File: src/rtl/rgbw_pkg.sv
// Shared definitions for the RGB -> GRBW LED path (channel/word widths, field
// offsets and the word packer used by rgb_2_rgbw_conv and rgb_sotp).
package rgbw_pkg;

   localparam int unsigned CH_W   = 8;
   localparam int unsigned WORD_W = 32;

   localparam int unsigned G_OFF = 24;
   localparam int unsigned R_OFF = 16;
   localparam int unsigned B_OFF = 8;
   localparam int unsigned W_OFF = 0;

   typedef struct packed {
      logic [CH_W-1:0] r;
      logic [CH_W-1:0] g;
      logic [CH_W-1:0] b;
   } rgb_t;

   function automatic logic [WORD_W-1:0] pack_grbw(input logic [CH_W-1:0] g,
                                                  input logic [CH_W-1:0] r,
                                                  input logic [CH_W-1:0] b,
                                                  input logic [CH_W-1:0] w);
      return {g, r, b, w};
   endfunction

endpackage

File: src/rtl/rgbw_min3.sv
// Registered minimum of three channels; loads when en is high, holds otherwise.
module rgbw_min3
   import rgbw_pkg::*;
(
   input  logic            clk,
   input  logic            rst,
   input  logic            en,
   input  logic [CH_W-1:0] a,
   input  logic [CH_W-1:0] b,
   input  logic [CH_W-1:0] c,
   output logic [CH_W-1:0] min_q
);

   logic [CH_W-1:0] ab_min;
   logic [CH_W-1:0] min_d;

   always_comb begin
      ab_min = (a < b) ? a : b;
      min_d  = min_q;
      if (en) begin
         min_d = (ab_min < c) ? ab_min : c;
      end
   end

   always_ff @(posedge clk or posedge rst) begin
      if (rst) begin
         min_q <= '0;
      end else begin
         min_q <= min_d;
      end
   end

endmodule

File: src/rtl/rgb_2_rgbw_conv.sv
// Two-stage RGB -> GRBW converter feeding the LED FIFO, with white extraction,
// full-stall handling and per-string LED counting.
module rgb_2_rgbw_conv
   import rgbw_pkg::*;
#(
   parameter int NUM_LEDS     = 8,
   parameter int CNT_W        = 16,
   parameter bit DEF_WHITE_EN = 1'b1
) (
   input  logic             clk,
   input  logic             rst,
   input  logic             in_valid,
   input  logic [23:0]      in_rgb,
   input  logic             in_sos,
   input  logic             in_white_en,
   output logic             out_ready,
   input  logic             in_wr_fifo_full,
   output logic             out_wr_fifo_en,
   output logic [31:0]      out_wr_fifo_data,
   output logic             out_string_done,
   output logic [CNT_W-1:0] out_led_count
);

   localparam logic [CNT_W-1:0] LAST_CNT = CNT_W'(NUM_LEDS - 1);
   localparam logic [CNT_W-1:0] SOS_CNT  = (NUM_LEDS == 1) ? '0 : CNT_W'(1);

   rgb_t px;
   logic adv;
   logic wr_en;

   logic             s1_valid_q, s1_valid_d;
   logic [CH_W-1:0]  s1_r_q, s1_r_d;
   logic [CH_W-1:0]  s1_g_q, s1_g_d;
   logic [CH_W-1:0]  s1_b_q, s1_b_d;
   logic             s1_sos_q, s1_sos_d;
   logic             s1_wen_q, s1_wen_d;
   logic [CH_W-1:0]  s1_min_q;

   logic              s2_valid_q, s2_valid_d;
   logic              s2_sos_q, s2_sos_d;
   logic [WORD_W-1:0] s2_word_q, s2_word_d;

   logic [CNT_W-1:0] cnt_q, cnt_d;

   logic [CH_W-1:0] w_s;
   logic [CH_W-1:0] r_s;
   logic [CH_W-1:0] g_s;
   logic [CH_W-1:0] b_s;

   always_comb begin
      px    = rgb_t'(in_rgb);
      adv   = !(s2_valid_q && in_wr_fifo_full);
      wr_en = s2_valid_q && !in_wr_fifo_full;
   end

   rgbw_min3 u_min3 (
      .clk   (clk),
      .rst   (rst),
      .en    (adv),
      .a     (px.r),
      .b     (px.g),
      .c     (px.b),
      .min_q (s1_min_q)
   );

   // Subtracting W from every channel covers pass-through too, since W is 0 there.
   always_comb begin
      w_s = s1_wen_q ? s1_min_q : '0;
      r_s = s1_r_q - w_s;
      g_s = s1_g_q - w_s;
      b_s = s1_b_q - w_s;
   end

   always_comb begin
      s1_valid_d = s1_valid_q;
      s1_r_d     = s1_r_q;
      s1_g_d     = s1_g_q;
      s1_b_d     = s1_b_q;
      s1_sos_d   = s1_sos_q;
      s1_wen_d   = s1_wen_q;
      s2_valid_d = s2_valid_q;
      s2_sos_d   = s2_sos_q;
      s2_word_d  = s2_word_q;
      if (adv) begin
         s1_valid_d = in_valid;
         s1_r_d     = px.r;
         s1_g_d     = px.g;
         s1_b_d     = px.b;
         s1_sos_d   = in_sos;
         s1_wen_d   = in_white_en;
         s2_valid_d = s1_valid_q;
         s2_sos_d   = s1_sos_q;
         s2_word_d  = pack_grbw(g_s, r_s, b_s, w_s);
      end
   end

   always_comb begin
      cnt_d = cnt_q;
      if (wr_en) begin
         if (s2_sos_q) begin
            cnt_d = SOS_CNT;
         end else if (cnt_q == LAST_CNT) begin
            cnt_d = '0;
         end else begin
            cnt_d = cnt_q + 1'b1;
         end
      end
   end

   always_ff @(posedge clk or posedge rst) begin
      if (rst) begin
         s1_valid_q <= 1'b0;
         s1_r_q     <= '0;
         s1_g_q     <= '0;
         s1_b_q     <= '0;
         s1_sos_q   <= 1'b0;
         s1_wen_q   <= DEF_WHITE_EN;
         s2_valid_q <= 1'b0;
         s2_sos_q   <= 1'b0;
         s2_word_q  <= '0;
         cnt_q      <= '0;
      end else begin
         s1_valid_q <= s1_valid_d;
         s1_r_q     <= s1_r_d;
         s1_g_q     <= s1_g_d;
         s1_b_q     <= s1_b_d;
         s1_sos_q   <= s1_sos_d;
         s1_wen_q   <= s1_wen_d;
         s2_valid_q <= s2_valid_d;
         s2_sos_q   <= s2_sos_d;
         s2_word_q  <= s2_word_d;
         cnt_q      <= cnt_d;
      end
   end

   always_comb begin
      out_ready        = adv;
      out_wr_fifo_en   = wr_en;
      out_wr_fifo_data = s2_word_q;
      out_string_done  = wr_en && ((cnt_q == LAST_CNT) || (s2_sos_q && (NUM_LEDS == 1)));
      out_led_count    = cnt_q;
   end

endmodule

File: config.mk
export PLATFORM = sky130hd
export DESIGN_NAME = rgb_2_rgbw_conv
export DESIGN_NICKNAME = d
export VERILOG_FILES = /design/src/rtl/rgbw_pkg.sv /design/src/rtl/rgbw_min3.sv /design/src/rtl/rgb_2_rgbw_conv.sv
export SDC_FILE = /design/constraint.sdc
export NUM_CORES = 1
export LEC_CHECK = 0
export CORE_ASPECT_RATIO = 0.9
export CORE_MARGIN = 1.5
export CORE_UTILIZATION = 51
export CTS_CLUSTER_DIAMETER = 100
export DETAILED_ROUTE_END_ITERATION = 10
export DONT_BUFFER_PORTS = 1
export PLACE_DENSITY = 0.69
export SYNTH_ARGS = -nofsm -noshare
export SYNTH_HDL_FRONTEND = slang
export SYNTH_HIERARCHICAL = 1
export SYNTH_SLANG_ARGS = --single-unit
File: constraint.sdc
create_clock -name clk -period 2.6 [get_ports clk]
set_clock_uncertainty 0.1 [all_clocks]
set_input_delay 0.26 -clock clk [delete_from_list [all_inputs] [get_ports clk]]
set_output_delay 0.26 -clock clk [all_outputs]
set_load 0.02 [all_outputs]
==> summary.txt <==
Global route
  • Grt ovf: 0
  • First-pass GRT wire length: 18,100 µm
  • Number of global-route vias before repair: 3,562
  • Gr usage total: 0.233
  • Antenna violations before repair: 0
  • Largest net degree at the start of global routing: 76

STA
  • FMAX: 349 MHz
  • Max_slew headroom: 0.581
  • Unrepaired setup endpoints after global routing: yes
  • Max Slew Vio Count: 0
  • Fin crit period: 2.87 ns
  • Final Hold Viols: 0
  • Final Cycle Share: 1.10
  • Setup ws final: -0.266 ns
  • Endpoints failing setup: 8
  • TNS Setup: -1.98 ns
  • Slew @ Worst Pin: 0.629 ns
  • Hold Slack: 0.0713 ns

Worst setup path
  • Worst path required time: 2.75 ns
  • WP buf/inv: 3
  • Startpoint types: input port
  • CP endpoint kind: flip-flop
  • Crit path cell chain: inv_1 -> ha_4 -> a211oi_2 -> o21ai_2 -> a21oi_4 -> buf_6 -> mux2_4 -> ha_4 -> or3b_4 -> a2111o_1 -> buf_6 -> nand3_2 -> o21ai_4 -> a221o_1
  • CP top delay family: compound AO/OA/AOI/OAI gates
  • Setup Crit Path Kind: input port to flip-flop
  • Worst path arrival time: 3.01 ns
  • CP peak stage delay: 0.40 ns
  • Crit Path Max Fanout: 8
  • Crit-path slowest cell: or3b_4

Floorplanning
  • Num ports: 81
  • Initial Util: 0.527
  • Row count: 33
  • Die X: 105 µm
  • Die ar.: 10,000 µm²
  • Core area: 9130 µm²
  • Die H: 95.1 µm

CTS
  • Clk_lat worst skew: 0.37 ns
  • Root buffer cell: clkbuf_8
  • Max Buffers Root-to-Sink: 2
  • Reg clk slew, reported paths: 0.08 ns
  • CTS HTree Levels: 3
  • CTS tree: built
  • Clk sinks: 85
  • Num CTS Buffers: 9

Final layout
  • Share of layout cells above drive strength 1: 0.170
  • Antenna cell count: 0
  • Nets: 629
  • Multi-input gate area: 2680 µm²
  • Seq. cell area: 2130 µm²
  • Fill count: 743
  • Area delta synth->final: 19.0%

Routing
  • Metal3 WL: 812 µm
  • Via count: 3,689
  • Drt total wl: 11,300 µm
  • Met2 WL: 5100 µm
  • Antenna Nets Post-Route: 0
  • Routed WL per cell: 16.4 µm
  • TritonRoute pass-1 iters: 5
  • M1 WL: 5040 µm
  • Vias/cell: 5.37
  • Highest routed metal layer: met4
  • Initial DRC Count: 135
  • Drc violations: 0

Yosys
  • Count leader, synth: nand2_1
  • Post-synth top area share: 0.437
  • Adder-Cell Fraction of Synth Area: 0.106
  • Primary FF master, synth: dfrtp_1
  • Synth top cells by count: nand2_1, dfrtp_1, ha_1, nor2_1, inv_1
  • Cells after Synth: 516
  • Post-synthesis cell type count: 60
  • Asr flop ratio synth: 1.00
  • Syn nets: 585
  • Mux share of post-synthesis cell area: 0.0208
  • Number of synthesized flops with an enable pin: 0
  • Flops & latches, synth: 85
  • Post-synthesis xor/xnor area fraction: 0.0601
  • Synth area leader: dfrtp_1
  • Simple-gate share of the synthesized area: 0.207
  • Mapped Area: 4810 µm²
  • YS warnings: 6
  • Syn Area/Cell: 9.32 µm²
  • Main combinational cell family by area after synthesis: simple AND/OR/NAND/NOR gates
  • Post-synthesis sequential area ratio: 0.443
  • Compound-cell area share of the yosys netlist: 0.122
  • Top cells by area, synth: dfrtp_1, nand2_1, ha_1, xnor2_1, a21oi_1

Pwr
  • PD cells: 771 nW/µm²
  • LEAKAGE: 2.65 nW
  • Worst vdd ir: 0.293 mV

Flow run
  • Max_cap viols: 0

Placement
  • Placer congestion estimate: 0.862
  • PortBufs: 0
  • HPWL Detailed: 7950 µm

Min path
  • Hold Crit Class: input port to flip-flop

Outcome
  • Failing checks: setup timing
  • Status: finished with violations
[area by class of cell]
class / count / area share
clock buffer: 10 / 0.0240
clock inverter: 6 / 0.00809
inverter: 32 / 0.0214
timing repair buffer: 49 / 0.0807
tap: 122 / 0.0267
multi-input combinational: 383 / 0.467
sequential: 85 / 0.372
[registers in the layout (all words and copies together) (netlist names)]
signal	flops
s2_sos_q	1
s1_g_q	8
s1_sos_q	1
s1_r_q	8
s1_b_q	8
u_min3/min_q	8
s1_valid_q	1
out_led_count	16
s2_valid_q	1
out_wr_fifo_data	32
s1_wen_q	1
[per-layer routing]
metal  up-vias  GRT usage
met2       116      0.359
met4         0     0.0959
met1      1721      0.304
met3        27     0.0786
met5         -          0
li1       1825          -
[path summary, 6_finish.rpt]
path | from | to | slack, ns | cells past startpoint
setup / recovery | in_rgb[11] | u_min3/min_q[7] | -0.27 | 14
hold / removal | in_wr_fifo_full | out_led_count[0] | 0.07 | 2
setup reg to reg | s1_wen_q | out_wr_fifo_data[30] | 0.13 | 9
hold reg to reg | s1_valid_q | s2_valid_q | 0.37 | 1
max in group asynchronous | rst | s1_r_q[5] | 1.67 | 3
min in group asynchronous | rst | s1_b_q[0] | 0.14 | 2
[metrics by stage]
step / worst slack, ns / power, W / cells / util / cell area [µm²]
floorplan: -0.449 / 0.00312 / 516 / - / 4950
global placement: -0.583 / 0.00344 / 641 / 0.568 / 5180
detailed placement: -0.643 / 0.00349 / 641 / 0.568 / 5180
CTS: -0.224 / 0.00442 / 687 / 0.624 / 5700
global route: -0.303 / 0.00471 / 687 / 0.627 / 5720
finish: -0.266 / 0.00441 / 687 / 0.627 / 5720
[report_power, final]
group          internal, W  total, W  switching [W]
Clock             0.000380  0.000875       0.000495
Sequential         0.00163   0.00213       0.000500
Combinational     0.000629   0.00141       0.000777
Total              0.00264   0.00441        0.00177
[placed cells by master (no fill, tap or decap), drive strengths merged, types with 4 or more instances in the layout]
cell	instances
nand2	134
dfrtp	84
ha	36
nor2	33
inv	33
o21ai	30
a21oi	29
dlygate4sd3	28
xnor2	24
buf	21
clkbuf	10
xor2	9
a221o	9
and2	9
nand3	9
mux2	8
nor3	7
o21bai	4
nand2b	4
nor4	4
[worst reg2reg max path: cells and delay by family, from the launching register on]
kind | cells | cell delay [ns]
flops | 1 | 0.59
compound gates | 4 | 0.64
xor+xnor | 1 | 0.14
simple gates | 1 | 0.20
buf+inv | 1 | 0.07
fa+ha+maj | 2 | 0.61
[kinds of logic (layout without fill, tap and decap cells)]
group                    Yosys count  in the layout
XOR/XNOR                          33             33
buffers and inverters             48             97
adder cells (fa/ha/maj)           39             39
flip-flops                        85             85
AND/OR/NAND/NOR                  214            214
multiplexers                       9              9
AO/OA/AOI/OAI                     88             88
[what timing repair did]
item	CTS	global route
setup buffers	2	0
pin swaps	6	8
hold endpoints to repair	119	0
cloned	0	0
hold buffers	28	0
endpoints found under the setup margin	9	11
resized for setup	8	9
Note: power is estimated with default switching activity, not from simulation.
